$ cat src/rtl/rle_pkg.sv
// rle_pkg: shared definitions for the RLE compressor / decoder pair.
// Latency: n/a (types, constants and pure functions only).
// Backpressure: n/a.
// Contents: FSM state enum, entry/word geometry, entry field positions and
// field-extraction helpers for one 16-bit {byte, count} entry.
package rle_pkg;

   localparam int ENTRY_W    = 16;
   localparam int WORD_BYTES = 4;

   // Field positions inside one entry: {byte[15:8], count[7:0]}
   localparam int BYTE_MSB  = 15;
   localparam int BYTE_LSB  = 8;
   localparam int COUNT_MSB = 7;
   localparam int COUNT_LSB = 0;

   typedef enum logic [2:0] {
      IDLE   = 3'd0,
      RD_REQ = 3'd1,
      RD_LAT = 3'd2,
      DECODE = 3'd3,
      WRITE  = 3'd4,
      FLUSH  = 3'd5,
      FINISH = 3'd6
   } rle_state_t;

   function automatic logic [7:0] entry_byte(input logic [ENTRY_W-1:0] e);
      return e[BYTE_MSB:BYTE_LSB];
   endfunction

   function automatic logic [7:0] entry_count(input logic [ENTRY_W-1:0] e);
      return e[COUNT_MSB:COUNT_LSB];
   endfunction

endpackage

$ cat src/rtl/rle_byte_packer.sv
// rle_byte_packer: assembles bytes little-endian into one 32-bit word.
// Latency: a push/fill4 is visible on word/full/empty the cycle after.
// Backpressure: none; pushes while full are dropped, caller must drain via clear.
// Ports: clk, nreset (async active-low); push + data_byte append one byte,
// fill4 loads four copies of data_byte, clear empties the word (priority
// clear > fill4 > push); word (unused upper bytes read as zero), full, empty.
module rle_byte_packer
   import rle_pkg::*;
(
   input  logic        clk,
   input  logic        nreset,
   input  logic        push,
   input  logic [7:0]  data_byte,
   input  logic        fill4,
   input  logic        clear,
   output logic [31:0] word,
   output logic        full,
   output logic        empty
);

   logic [2:0] level;

   always_ff @(posedge clk or negedge nreset) begin
      if (!nreset) begin
         word  <= '0;
         level <= '0;
      end else if (clear) begin
         // Zeroing here keeps unused upper bytes zero for a partial final word
         word  <= '0;
         level <= '0;
      end else if (fill4) begin
         word  <= {WORD_BYTES{data_byte}};
         level <= 3'(WORD_BYTES);
      end else if (push && !full) begin
         word[{level[1:0], 3'b000} +: 8] <= data_byte;
         level <= level + 3'd1;
      end
   end

   assign full  = (level == 3'(WORD_BYTES));
   assign empty = (level == 3'd0);

endmodule

$ cat src/rtl/rle_decode.sv
// rle_decode: expands a {byte,count} RLE frame from port-A memory back into plaintext.
// Latency: 2 cycles per word fetch, 1 per emitted byte or pad entry, 1 per word write.
// Backpressure: none; runs to completion once started, start ignored until IDLE.
// Ports: clk, nreset (async active-low); start, rle_addr, rle_size,
// message_addr control a run; message_size counts decoded bytes, done flags
// completion; port_A_* is the single-port memory interface (read data one
// cycle after address).
// Config: define RLE_DECODE_FAST_FILL_EN to write whole words of a run of
// length >= 4 in one cycle when the pack buffer is empty.
module rle_decode
   import rle_pkg::*;
(
   input  logic        clk,
   input  logic        nreset,
   input  logic        start,
   input  logic [31:0] rle_addr,
   input  logic [31:0] rle_size,
   input  logic [31:0] message_addr,
   output logic [31:0] message_size,
   output logic        done,
   output logic        port_A_clk,
   output logic [15:0] port_A_addr,
   output logic        port_A_we,
   output logic [31:0] port_A_data_in,
   input  logic [31:0] port_A_data_out
);

   rle_state_t  state;
   logic [15:0] read_addr;
   logic [15:0] write_addr;
   logic [31:0] rle_size_q;
   logic [29:0] words_read;
   logic [31:0] entry_q;
   logic        entry_sel;
   logic [7:0]  cnt_q;
   logic        word_done;

   logic [15:0] cur_entry;
   logic [7:0]  cur_byte;
   logic        fast_go;
   logic        emit;
   logic        push;
   logic [2:0]  step;
   logic        exhaust;
   logic        goes_full;
   logic        last_word;
   logic        pk_clear;
   logic [31:0] pk_word;
   logic        pk_full;
   logic        pk_empty;
   logic        unused_hi;

   assign port_A_clk = clk;
   assign unused_hi  = ^{rle_addr[31:16], message_addr[31:16], pk_full};

   assign cur_entry = entry_sel ? entry_q[31:16] : entry_q[15:0];
   assign cur_byte  = entry_byte(cur_entry);
   assign last_word = ({words_read, 2'b00} >= rle_size_q);

   always_comb begin
      fast_go = 1'b0;
`ifdef RLE_DECODE_FAST_FILL_EN
      fast_go = (state == DECODE) && pk_empty && (cnt_q >= 8'd4);
`else
      fast_go = 1'b0;
`endif
      emit    = (state == DECODE) && (cnt_q != 8'd0);
      push    = emit && !fast_go;
      step    = fast_go ? 3'd4 : 3'd1;
      // A zero count (pad, or already drained) and the final emission both
      // end the current entry in this cycle, so no extra cycle is spent.
      exhaust = (cnt_q == 8'd0) || (cnt_q == {5'd0, step});
      // Buffer fill level always equals message_size mod 4: bytes only enter
      // the buffer as they are counted and every full word is written out.
      goes_full = fast_go || (push && (message_size[1:0] == 2'd3));
      pk_clear  = ((state == IDLE) && start) || (state == WRITE) || (state == FLUSH);
   end

   always_comb begin
      port_A_we      = (state == WRITE) || ((state == FLUSH) && !pk_empty);
      port_A_addr    = port_A_we ? write_addr : read_addr;
      port_A_data_in = port_A_we ? pk_word : 32'd0;
   end

   rle_byte_packer u_packer (
      .clk       (clk),
      .nreset    (nreset),
      .push      (push),
      .data_byte (cur_byte),
      .fill4     (fast_go),
      .clear     (pk_clear),
      .word      (pk_word),
      .full      (pk_full),
      .empty     (pk_empty)
   );

   always_ff @(posedge clk or negedge nreset) begin
      if (!nreset) begin
         state        <= IDLE;
         read_addr    <= '0;
         write_addr   <= '0;
         rle_size_q   <= '0;
         words_read   <= '0;
         entry_q      <= '0;
         entry_sel    <= 1'b0;
         cnt_q        <= '0;
         word_done    <= 1'b0;
         message_size <= '0;
         done         <= 1'b0;
      end else begin
         case (state)
            IDLE: begin
               if (start) begin
                  read_addr    <= rle_addr[15:0];
                  write_addr   <= message_addr[15:0];
                  rle_size_q   <= rle_size;
                  words_read   <= '0;
                  entry_sel    <= 1'b0;
                  cnt_q        <= '0;
                  word_done    <= 1'b0;
                  message_size <= '0;
                  done         <= 1'b0;
                  state        <= (rle_size == 32'd0) ? FINISH : RD_REQ;
               end
            end

            RD_REQ: begin
               read_addr  <= read_addr + 16'(WORD_BYTES);
               words_read <= words_read + 30'd1;
               state      <= RD_LAT;
            end

            RD_LAT: begin
               entry_q   <= port_A_data_out;
               entry_sel <= 1'b0;
               cnt_q     <= entry_count(port_A_data_out[15:0]);
               word_done <= 1'b0;
               state     <= DECODE;
            end

            DECODE: begin
               if (emit) begin
                  cnt_q        <= cnt_q - {5'd0, step};
                  message_size <= message_size + {29'd0, step};
               end
               if (exhaust) begin
                  if (!entry_sel) begin
                     entry_sel <= 1'b1;
                     cnt_q     <= entry_count(entry_q[31:16]);
                  end else begin
                     word_done <= 1'b1;
                  end
               end
               // A full buffer is drained first; WRITE resumes the word afterwards
               if (goes_full)
                  state <= WRITE;
               else if (exhaust && entry_sel)
                  state <= last_word ? FLUSH : RD_REQ;
               else
                  state <= DECODE;
            end

            WRITE: begin
               write_addr <= write_addr + 16'(WORD_BYTES);
               if (word_done)
                  state <= last_word ? FLUSH : RD_REQ;
               else
                  state <= DECODE;
            end

            FLUSH: begin
               if (!pk_empty)
                  write_addr <= write_addr + 16'(WORD_BYTES);
               state <= FINISH;
            end

            FINISH: begin
               done  <= 1'b1;
               state <= IDLE;
            end

            default: state <= IDLE;
         endcase
      end
   end

endmodule

$ cat config.mk
export PLATFORM = sky130hd
export DESIGN_NAME = rle_decode
export DESIGN_NICKNAME = d
export VERILOG_FILES = /design/src/rtl/rle_pkg.sv /design/src/rtl/rle_byte_packer.sv /design/src/rtl/rle_decode.sv
export SDC_FILE = /design/constraint.sdc
export NUM_CORES = 1
export LEC_CHECK = 0
export BUFFER_PORTS_ARGS = -buffer_cell sky130_fd_sc_hd__buf_2
export CAP_MARGIN = 15
export CORE_MARGIN = 4
export CORE_UTILIZATION = 35
export DETAILED_ROUTE_END_ITERATION = 7
export REMOVE_ABC_BUFFERS = 1
export SYNTH_ARGS = -nofsm -noshare
export SYNTH_HDL_FRONTEND = slang
export SYNTH_HIERARCHICAL = 1
export SYNTH_SLANG_ARGS = --single-unit
$ cat constraint.sdc
create_clock -name clk -period 2.45 [get_ports clk]
set_clock_uncertainty 0.2 [all_clocks]
set_input_delay 0.49 -clock clk [delete_from_list [all_inputs] [get_ports clk]]
set_output_delay 0.49 -clock clk [all_outputs]
set_load 0.01 [all_outputs]
==> results of run 1 <==
==> per-stage QoR <==
step	hold slack, ps	power [mW]	setup TNS [ps]
floorplan	-5.59	9.01	-371340
global placement	245	11.1	0
detailed placement	241	11.3	0
CTS	5.66	14.9	-18280
global route	34.5	16.0	-21220
finish	34.5	14.9	-17070
==> registers in the layout, indices dropped and copies added, names as in the netlist, 8 cells and up <==
register       flops
cnt_q              8
read_addr         16
message_size      32
entry_q           24
write_addr        16
u_packer/word     32
rle_size_q        32
words_read        30
==> repair_timing <==
action                                  in CTS  in global routing
gates resized for setup                     46                 40
hold buffers                                82                  0
cloned                                       2                  1
endpoints found under the hold margin      115                  0
endpoints found under the setup margin      49                 84
buffers inserted                             6                  3
pin swaps                                    3                 14
==> worst max-delay path, cell delays in order (launching register included) <==
cell and delay [ps]:
dfrtp_1 360, inv_2 60, ha_4 160, nor2b_4 130
a21oi_4 190, buf_12 130, buf_12 130, mux2_4 330
buf_6 130
==> final cells by class <==
type,instances,area [sq um],share of cell area
diodes,2,5.00,0.000332
flip-flops and latches,199,4980,0.331
inverters,74,278,0.0184
multi-input cells,859,5900,0.392
repair buffers,345,2730,0.181
well taps,402,503,0.0334
clock inverters,12,141,0.00938
clock buffers,24,527,0.0350
==> report_power, final <==
| part | switching [mW] | total (mW) | internal, mW | leakage [nW] |
|---|---|---|---|---|
| Clock | 1.40 | 3.17 | 1.77 | 0.323 |
| Sequential | 0.938 | 5.42 | 4.48 | 2.55 |
| Combinational | 3.32 | 6.32 | 3.00 | 4.12 |
==> placed cells by master (no fill, tap or decap), drive strengths merged, types with 4 or more instances in the layout <==
cell / instances
nor2b: 13
nor4: 14
o2111ai: 6
a22oi: 7
mux2i: 42
nand3: 48
xnor2: 6
o31ai: 12
and3: 9
or4: 12
and2: 37
nand4: 25
a221o: 8
mux2: 46
nor3b: 4
ha: 43
a31oi: 11
inv: 79
or3: 11
and4: 11
nand2b: 8
buf: 261
clkbuf: 25
a21oi: 56
dfrtp: 199
o21ai: 125
o311ai: 7
xor2: 7
a22o: 10
nor2: 50
o211ai: 9
o41ai: 4
dlygate4sd3: 82
nor3: 16
nand2: 148
==> per-layer routing <==
layer,vias up,global-route usage,part of all wire
met5,-,0,0
met4,0,0.0557,0.018
met3,31,0.0315,0.042
met2,241,0.293,0.47
met1,4895,0.251,0.47
li1,4928,-,-
==> final timing paths <==
kind / start / to / slack [ps]
worst max register to register: cnt_q[4]$_DFFE_PN0P_ / cnt_q[7]$_DFFE_PN0P_ / 70
worst max-delay path: u_packer/level[1]$_DFFE_PN0P_ / port_A_addr[15] / -420
worst min-delay path: message_addr[8] / write_addr[8]$_DFFE_PN0P_ / 30
worst min register to register: rle_size_q[1]$_DFFE_PN0P_ / rle_size_q[1]$_DFFE_PN0P_ / 280
min in group asynchronous: nreset / write_addr[7]$_DFFE_PN0P_ / 230
max in group asynchronous: nreset / entry_q[25]$_DFFE_PN0P_ / 1130
==> results.md, run 1 <==
- The flow ran to the end, but the final reports show violations.
- The checks that failed: setup timing.
- The final layout contains routed wiring with a total length of 32400 um.
- The number of inserted filler cells in the final layout is a little under 3000.
- The standard-cell row count is 65.
- The die height is between 150 and 200 um.
- For this design the static power due to leakage is about 7 nW.
- The count of nets left with antenna violations once routing finished came out at 0.
- The width of the chip is ~190 um.
- The routed length per placed instance is between 15 and 20 um.
- The clock-pin slew on the worst setup and hold paths is ~70 ps.
- Leaving out filler cells and counting taps, the final layout contains 1917.
- The time the final worst path needs with I/O delays and setup is approximately 2900 ps.
- The number of DRC violations after detailed routing is 0.
- The final route contains a little over 10000 vias.
- Setup repair after global routing could not meet its margin everywhere.
- Summing all placed instances gives a cell area of 13100 sq um.
- The setup-violating endpoint count in the final report is between 40 and 50.
- STA classifies the critical path endpoint as an output port.
- The first-pass iteration count of the detailed router is 5.
- Timing would allow up to about 350 MHz.
- STA classifies the critical path startpoint as a flip-flop.
- The synthesized area per cell is 9.43 sq um.
- The number of DRC violations after detailed-routing iteration 0 is between 500 and 600.
- The combined area of all synthesized cells is around 11000 sq um.
- The starting density of the core is 0.356.
- The post-synthesis cell count is about 1200.
- In the final design database the tool counted about 1700 nets.
- The depth of the worst hold-timing path is 3.
- The CTS tree is done.
- The residual overflow from global routing is 0.
- The worst min-delay path class is in2reg.
- The type of the worst setup path is reg2out.
- Data on the critical path is required at its endpoint by 1760 ps.
- The number of cells on the worst reg-to-reg path is 6.
- After floorplanning, the core was sized to cover 31600 sq um.
- The maximum number of pins on one net before global-route repair is 66.
- Across all setup checks in the final design, the least slack found is -420 ps.
- The first global-routing pass estimated ~53000 um of wire.
- The source-to-sink clock delay at the later pin of the worst-skew pair is 550 ps.
- The final-report max-slew violation count is 0.
- The port buffer count is approximately 180.
- The number of hold violations in the final report is 0.
- Data arrives at the worst endpoint at about 2200 ps.
- The number of antenna violations at the first check in global routing is 2.
- At the placement stage, the worst setup path has a slack of ~11 ps.
- The highest net fanout along the worst path is 8.
- Max-cap violations in this run came to 0.
- The die covers 35100 sq um.
- The number of global-route vias before repair is 9949.
- The number of placed instances, taps included is roughly 1800.
- The post-layout utilization of the core is 0.476.
- At the pin with the least slew margin, the transition time is ~580 ps.
- between 200 and 250 I/O pins were placed.
- In the final layout, the share of cells above drive strength 1 is 0.265.
- The max-slew headroom at the worst pin is 0.601.
- The half-perimeter wire length after detailed placement is roughly 22000 um.
- The Yosys warning count is 6.
- The worst-case IR drop observed on VDD is 452 uV.
- The routability congestion estimate from global placement is between 0.8 and 0.9.
- In this run the power density over the cells is just under 1000 nW/um^2.
- In the finished design, the share of the clock period the worst path needs comes to 1.17.
- The design area is 15100 sq um.
- The detail-routed via count per cell is approximately 5.3.
- The overall routing resource usage is 0.182.
- Relative to the synthesized area, the layout overhead comes to 33.9%.
(Power assumes the default switching activity.)
==> inputs of run 2 (changes only) <==
- SETUP_SLACK_MARGIN: default -> 0.05
==> results.md, run 2 (synthesized netlist as in run 1, its figures left out) <==
- The clock power share is 0.211 (-0.002).
- The critical path's most frequent cell is buf_12.
- The number of global-route vias before repair was 9944 (-0.050%).
- The worst hold path terminates at write_addr[8]$_DFFE_PN0P_.
- The clock-pin slew on the worst setup and hold paths is 80 ps (about the same).
- The run finished, with violations left.
- The core box area is 31600 sq um (unchanged).
- The met1 track demand over resource in global routing is 0.252 (+0.000266).
- The aggregate routed wire length was 32500 um (+0.55%).
- The number of antenna violations at the first check in global routing was 2 (unchanged).
- The number of buffer and inverter instances along the worst setup path is 4 (unchanged).
- The overall routing resource usage came to 0.182 (about the same).
- met2 is the most crowded layer.
- In this run the critical register-to-register path is captured at u_packer/word[7]$_DFFE_PN0P_.
- The post-layout utilization of the core came to 0.480 (+0.00380).
- The post-detailed-route count of antenna-violating nets is 0 (unchanged).
- The setup slack of the critical path after layout is -417 ps (+2.77 ps).
- The maximum number of pins on one net before global-route repair was 66 (unchanged).
- The source-to-sink clock delay at the later pin of the worst-skew pair was 560 ps (about the same).
- The worst setup path is of the reg2out kind.
- The detail-routed via count per cell was 5.27 (about the same).
- The leading cell type in the layout, fill and taps excluded is dfrtp_1.
- The number of violations of the max-capacitance limit is 0 (unchanged).
- The fraction of power consumed by combinational cells is 0.428 (+0.004).
- The standard-cell row count came to 65 (unchanged).
- The area added between synthesis and finish is 34.9%.
- The actual slew at the worst max-slew pin came to 568 ps (-14.7 ps).
- The count of cells along the worst register-to-register path is 7 (+1).
- The routability congestion estimate from global placement is 0.819 (unchanged).
- The total power of the final layout is 15.0 mW (+0.65%).
- The overall via count from detail_route is 10132 (+0.37%).
- The residual overflow from global routing is 0 (unchanged).
- The startpoint identified for the worst hold timing path is message_addr[8].
- The critical path goes through inv_2 -> ha_4 -> nor2b_4 -> a21oi_4 -> buf_12 -> buf_12 -> mux2_4 -> buf_6.
- The top cell types in the final layout, fill and taps aside, are 194 x dfrtp_1, 150 x buf_2, 146 x nand2_1.
- The met3 global-route usage is 0.0315 (unchanged).
- The first-pass iteration count of the detailed router is 5 (unchanged).
- The data arrival at the endpoint of the critical path is 2180 ps (about the same).
- The final non-filler cell total was 1923 (+0.31%).
- The final worst-path cycle share came to 1.17 (about the same).
- The number of DRC violations after detailed routing is 0 (unchanged).
- The leakage power is 7.03 nW (+0.52%).
- TritonCTS built the clock tree.
- The setup-violating endpoint count in the final report is 49 (unchanged).
- For this design, the slowest cell found on the critical path is dfrtp_1.
- The peak clock frequency supported by timing is 349 MHz (about the same).
- The half-perimeter wire length after detailed placement is 22400 um (unchanged).
- The final net count is 1680 (+0.36%).
- The critical path required time is 1760 ps (about the same).
- The depth of the worst hold-timing path was 3 (unchanged).
- The floorplan die area is 35100 sq um (unchanged).
- The total net switching power is 5.69 mW (+0.65%).
- The highest net fanout along the worst path came to 8 (unchanged).
- The worst register-to-register path begins at state[0]$_DFFE_PN0P_.
- The first-pass GRT wire length is 52800 um (about the same).
- The register share of total power is 0.361 (-0.002).
- The starting density of the core is 0.356 (unchanged).
- The setup TNS after final layout is -17120 ps (-50.4 ps).
- The worst setup slack after placement is 11.0 ps (unchanged).
- The minimum setup slack among reg-to-reg paths is 110 ps (+40 ps).
- The met2 routing resource usage after global routing is 0.293 (about the same).
- The worst min-delay path class is in2reg.
- The type of element capturing the critical path is an output port.
- The worst hold slack after final layout is 29.1 ps (-5.34 ps).
- The routed length per placed instance is 16.9 um (+0.23%).
- The port buffer count is 181 (unchanged).
- The share of layout cells above drive strength 1 came to 0.275 (+0.0101).
- The final-report max-slew violation count is 0 (unchanged).
- The critical path's largest stage delay is 370 ps (about the same).
- The post-placement cell area is 13100 sq um (unchanged).
- The worst IR drop on VDD was 450 uV (-0.60%).
- The time the final worst path needs with I/O delays and setup is 2870 ps (-2.77 ps).
- The die height was 187 um (unchanged).
- The power density relative to cell area came to 988 nW/um^2 (-0.15%).
- The design area came to 15200 sq um (+0.80%).
- The cell-internal power is 9.31 mW (+0.64%).
- The number of hold violations in the final report was 0 (unchanged).
- The boundary pin count is 214 (unchanged).
- In this run the worst setup path begins at u_packer/level[1]$_DFFE_PN0P_.
- The number of placed instances, taps included is 1787 (unchanged).
- The switching share of power was 0.379 (about the same).
- The largest registers in the layout are message_size (32), rle_size_q (32), u_packer/word (32).
- The number of DRC violations after detailed-routing iteration 0 is 603 (+10%).
- The width of the chip is 187 um (unchanged).
- The startpoint class of the critical path is a flip-flop.
- The final reports fail on setup timing.
- The max-slew headroom at the worst pin came to 0.612 (+0.0101).
- Broken down by cell family, the worst path's largest delay share belongs to buffers and inverters.
- Setup repair after global routing could not meet its margin everywhere.
run 2: tightest hold or removal path: stages:
cell and delay, ps:
buf_2 80, a32oi_1 40, o21ai_0 140
run 2: cell type report:
cell class	instances	area (sq um)
multi-input cells	859	5940
flip-flops and latches	199	4990
clock inverters	12	141
inverters	74	278
clock buffers	24	527
fillers	2900	16500
repair buffers	351	2810
well taps	402	503
diodes	2	5.00
run 2: worst max path at each step:
| stage | endpoint | depth (start not counted) |
|---|---|---|
| after floorplan | read_addr[11]$_DFFE_PN0P_ | 5 |
| after global placement | port_A_addr[1] | 7 |
| after detailed placement | port_A_addr[1] | 7 |
| after CTS | port_A_addr[15] | 8 |
| after global routing | port_A_addr[15] | 8 |
| final | port_A_addr[15] | 8 |
run 2: power groups by stage:
| stage | combinational (mW) | clock (mW) | sequential (mW) |
|---|---|---|---|
| after global placement | 5.70 | 0.0247 | 5.41 |
| after floorplan | 3.74 | 0 | 5.27 |
| after CTS | 6.29 | 3.26 | 5.39 |
| final | 6.42 | 3.17 | 5.42 |
| after global routing | 7.14 | 3.40 | 5.57 |
| after detailed placement | 5.86 | 0.0247 | 5.44 |
run 2: what timing repair did:
item,CTS,global route
cloned,2,1
hold endpoints to repair,115,0
pin swaps,4,20
setup buffers,7,8
setup endpoints to repair,56,96
hold buffers,82,0
gates resized for setup,47,54
run 2: layer usage:
layer  vias to the layer above  wire length (um)
met5                         -                 0
met4                         0               572
met3                        33              1240
met2                       234             15400
met1                      4924             15300
li1                       4941                 -
==> inputs of run 3 (changes only) <==
- ABC_AREA: default -> 1
- clock period: 2.45 -> 3.7 ns (I/O delays scaled with it)
==> results.md, run 3 <==
- The post-placement cell area is 13600 sq um (+3.8%).
- The worst hold path startpoint is port_A_data_out[31].
- The critical path required time was 2760 ps (+1000 ps).
- The beginning of the worst register-to-register path is state[1]$_DFFE_PN0P_.
- The Yosys warning count came to 6 (unchanged).
- The number of DRC violations after detailed-routing iteration 0 is 719 (+19%).
- The area growth from synthesis to layout is 16.5%.
- Setup repair after global routing could not meet its margin everywhere.
- The synthesized area per cell was 7.03 sq um (-25%).
- The core box area is 34500 sq um (+8.9%).
- The number of violations of the max-capacitance limit is 0 (unchanged).
- The highest net fanout along the worst path is 34 (+26).
- In the finished design, the share of the clock period the worst path needs comes to 0.921.
- The total power of the final layout was 9.61 mW (-36%).
- The standard-cell row count is 68 (+4.6%).
- The final net count is 2080 (+24%).
- The clock-pin slew on the worst setup and hold paths came to 80 ps (about the same).
- The depth of the worst hold-timing path is 3 (unchanged).
- The first-pass iteration count of the detailed router is 5 (unchanged).
- The residual overflow from global routing is 0 (unchanged).
- The source-to-sink clock delay at the later pin of the worst-skew pair is 560 ps (about the same).
- The peak clock frequency supported by timing is 294 MHz.
- The cell with the biggest individual delay on the critical path is dfrtp_2.
- The number of placed instances, taps included is 2337 (+31%).
- The most numerous cell type found on the critical path is nand2_1.
- The maximum number of pins on one net before global-route repair is 91 (+38%).
- The critical path's largest stage delay is 450 ps (+80 ps).
- The critical path in this run is classified as reg2out.
- The count of cells along the worst register-to-register path was 11 (+4).
- The worst IR drop on VDD is 365 uV (-19%).
- The type of element capturing the critical path is an output port.
- In the layout the commonest cells are 543 x nand2_1, 211 x inv_1, 198 x dfrtp_1.
- The starting density of the core is 0.354 (-0.00171).
- The post-synthesis cell count is 1735 (+45%).
- The setup TNS after final layout came to 0 ps (+17120 ps).
- Traced cell by cell, the critical path runs through inv_1 -> ha_1 -> clkinv_1 -> nor2_1 -> or2_1 -> nand2_1 -> inv_2 -> nand2_1 -> nand2_1 -> buf_2.
- The routed length per placed instance is 14.7 um (-13%).
- The post-detailed-route count of antenna-violating nets is 0 (unchanged).
- The first-pass GRT wire length is 57000 um (+8.0%).
- The number of global-route vias before repair came to 11051 (+11%).
- TritonCTS built the clock tree.
- The worst min-delay path class is in2reg.
- The number of hold violations in the final report is 0 (unchanged).
- The width of the chip is 195 um (+3.9%).
- The half-perimeter wire length after detailed placement came to 25600 um (+14%).
- The number of DRC violations after detailed routing is 0 (unchanged).
- In the final layout, the registers with the most flip-flops are message_size (32), rle_size_q (32), u_packer/word (32).
- The max-slew headroom at the worst pin came to 0.438 (-0.173).
- The detail-routed via count per cell is 4.92 (-6.7%).
- The port buffer count is 181 (unchanged).
- The die height was 195 um (+3.9%).
- The number of antenna violations at the first check in global routing is 4 (+2).
- The data arrival at the endpoint of the critical path was 2470 ps (+290 ps).
- The floorplan die area is 37900 sq um (+8.0%).
- The overall via count from detail_route is 11688 (+15%).
- The overall routing resource usage is 0.183 (+0.000988).
- The power density relative to cell area is 676 nW/um^2 (-32%).
- The design area is 14200 sq um (-6.4%).
- The time the final worst path needs with I/O delays and setup is ~3400 ps.
- The actual slew at the worst max-slew pin was 842 ps (+274 ps).
- The worst hold slack after final layout is 169 ps (+140 ps).
- The leading cell type in the layout, fill and taps excluded is nand2_1.
- The leakage power was 7.06 nW (+0.39%).
- The minimum setup slack among reg-to-reg paths is 1020 ps (+910 ps).
- The startpoint class of the critical path is a flip-flop.
- The final non-filler cell total is 2378 (+24%).
- The share of layout cells above drive strength 1 is 0.141 (-0.134).
- The combined area of all synthesized cells came to 12200 sq um (+8.4%).
- The aggregate routed wire length was 34900 um (+7.1%).
- The run finished with clean final reports.
- The setup-violating endpoint count in the final report was 0 (-100%).
- The destination of the worst hold path is entry_q[31]$_DFFE_PN0P_.
- The final-report max-slew violation count is 0 (unchanged).
- In this run the critical register-to-register path is captured at u_packer/word[23]$_DFFE_PN0P_.
- The routability congestion estimate from global placement is 0.866 (+5.7%).
- The boundary pin count was 214 (unchanged).
==> run 3: final cells by class <==
| class | count | area, sq um |
|---|---|---|
| fillers | 3668 | 20200 |
| multi-input cells | 1260 | 6120 |
| flip-flops and latches | 199 | 4980 |
| repair buffers | 197 | 1060 |
| inverters | 227 | 855 |
| well taps | 455 | 569 |
| clock buffers | 21 | 505 |
| clock inverters | 15 | 118 |
| diodes | 4 | 10.0 |
==> run 3: per-layer routing <==
layer / vias up / GRT usage / routed length, um
met4: 0 / 0.0508 / 489
met1: 5454 / 0.249 / 16400
met3: 33 / 0.0347 / 1540
met2: 256 / 0.300 / 16500
li1: 5945 / - / -
met5: - / 0 / 0
==> run 3: report_power, final <==
group | leakage, nW | switching [mW] | internal (mW)
Combinational | 4.20 | 2.89 | 1.30
Sequential | 2.56 | 0.526 | 2.93
Clock | 0.300 | 0.946 | 1.02
==> run 3: how the worst max path moves through the flow <==
stage	startpoint	slack [ps]	cells past startpoint	endpoint
after detailed placement	u_packer/level[0]$_DFFE_PN0P_	610	10	port_A_addr[14]
after global routing	u_packer/level[0]$_DFFE_PN0P_	-10	10	port_A_addr[0]
after CTS	u_packer/level[0]$_DFFE_PN0P_	150	10	port_A_addr[7]
after floorplan	u_packer/level[0]$_DFFE_PN0P_	300	8	port_A_data_in[0]
after global placement	u_packer/level[0]$_DFFE_PN0P_	650	10	port_A_addr[7]
final	u_packer/level[0]$_DFFE_PN0P_	290	10	port_A_addr[0]
==> run 3: repair_timing <==
item | in CTS | in global routing
endpoints found under the hold margin | 55 | 0
setup endpoints to repair | 14 | 44
setup buffers | 0 | 1
hold buffers | 1 | 0
gates resized for setup | 1 | 1
==> run 3: critical path, delay by kind of cell, from the launching register on <==
family | cells | cell delay (ps)
fa+ha+maj | 1 | 180
simple gates | 5 | 530
flops | 1 | 450
buf+inv | 4 | 760
==> run 3: through the flow <==
step           utilization  worst slack (ps)
3_3_place_gp         0.394               652
5_1_grt              0.413             -13.6
3_5_place_dp         0.394               613
2_1_floorplan            -               298
6_report             0.413               294
4_1_cts              0.412               150
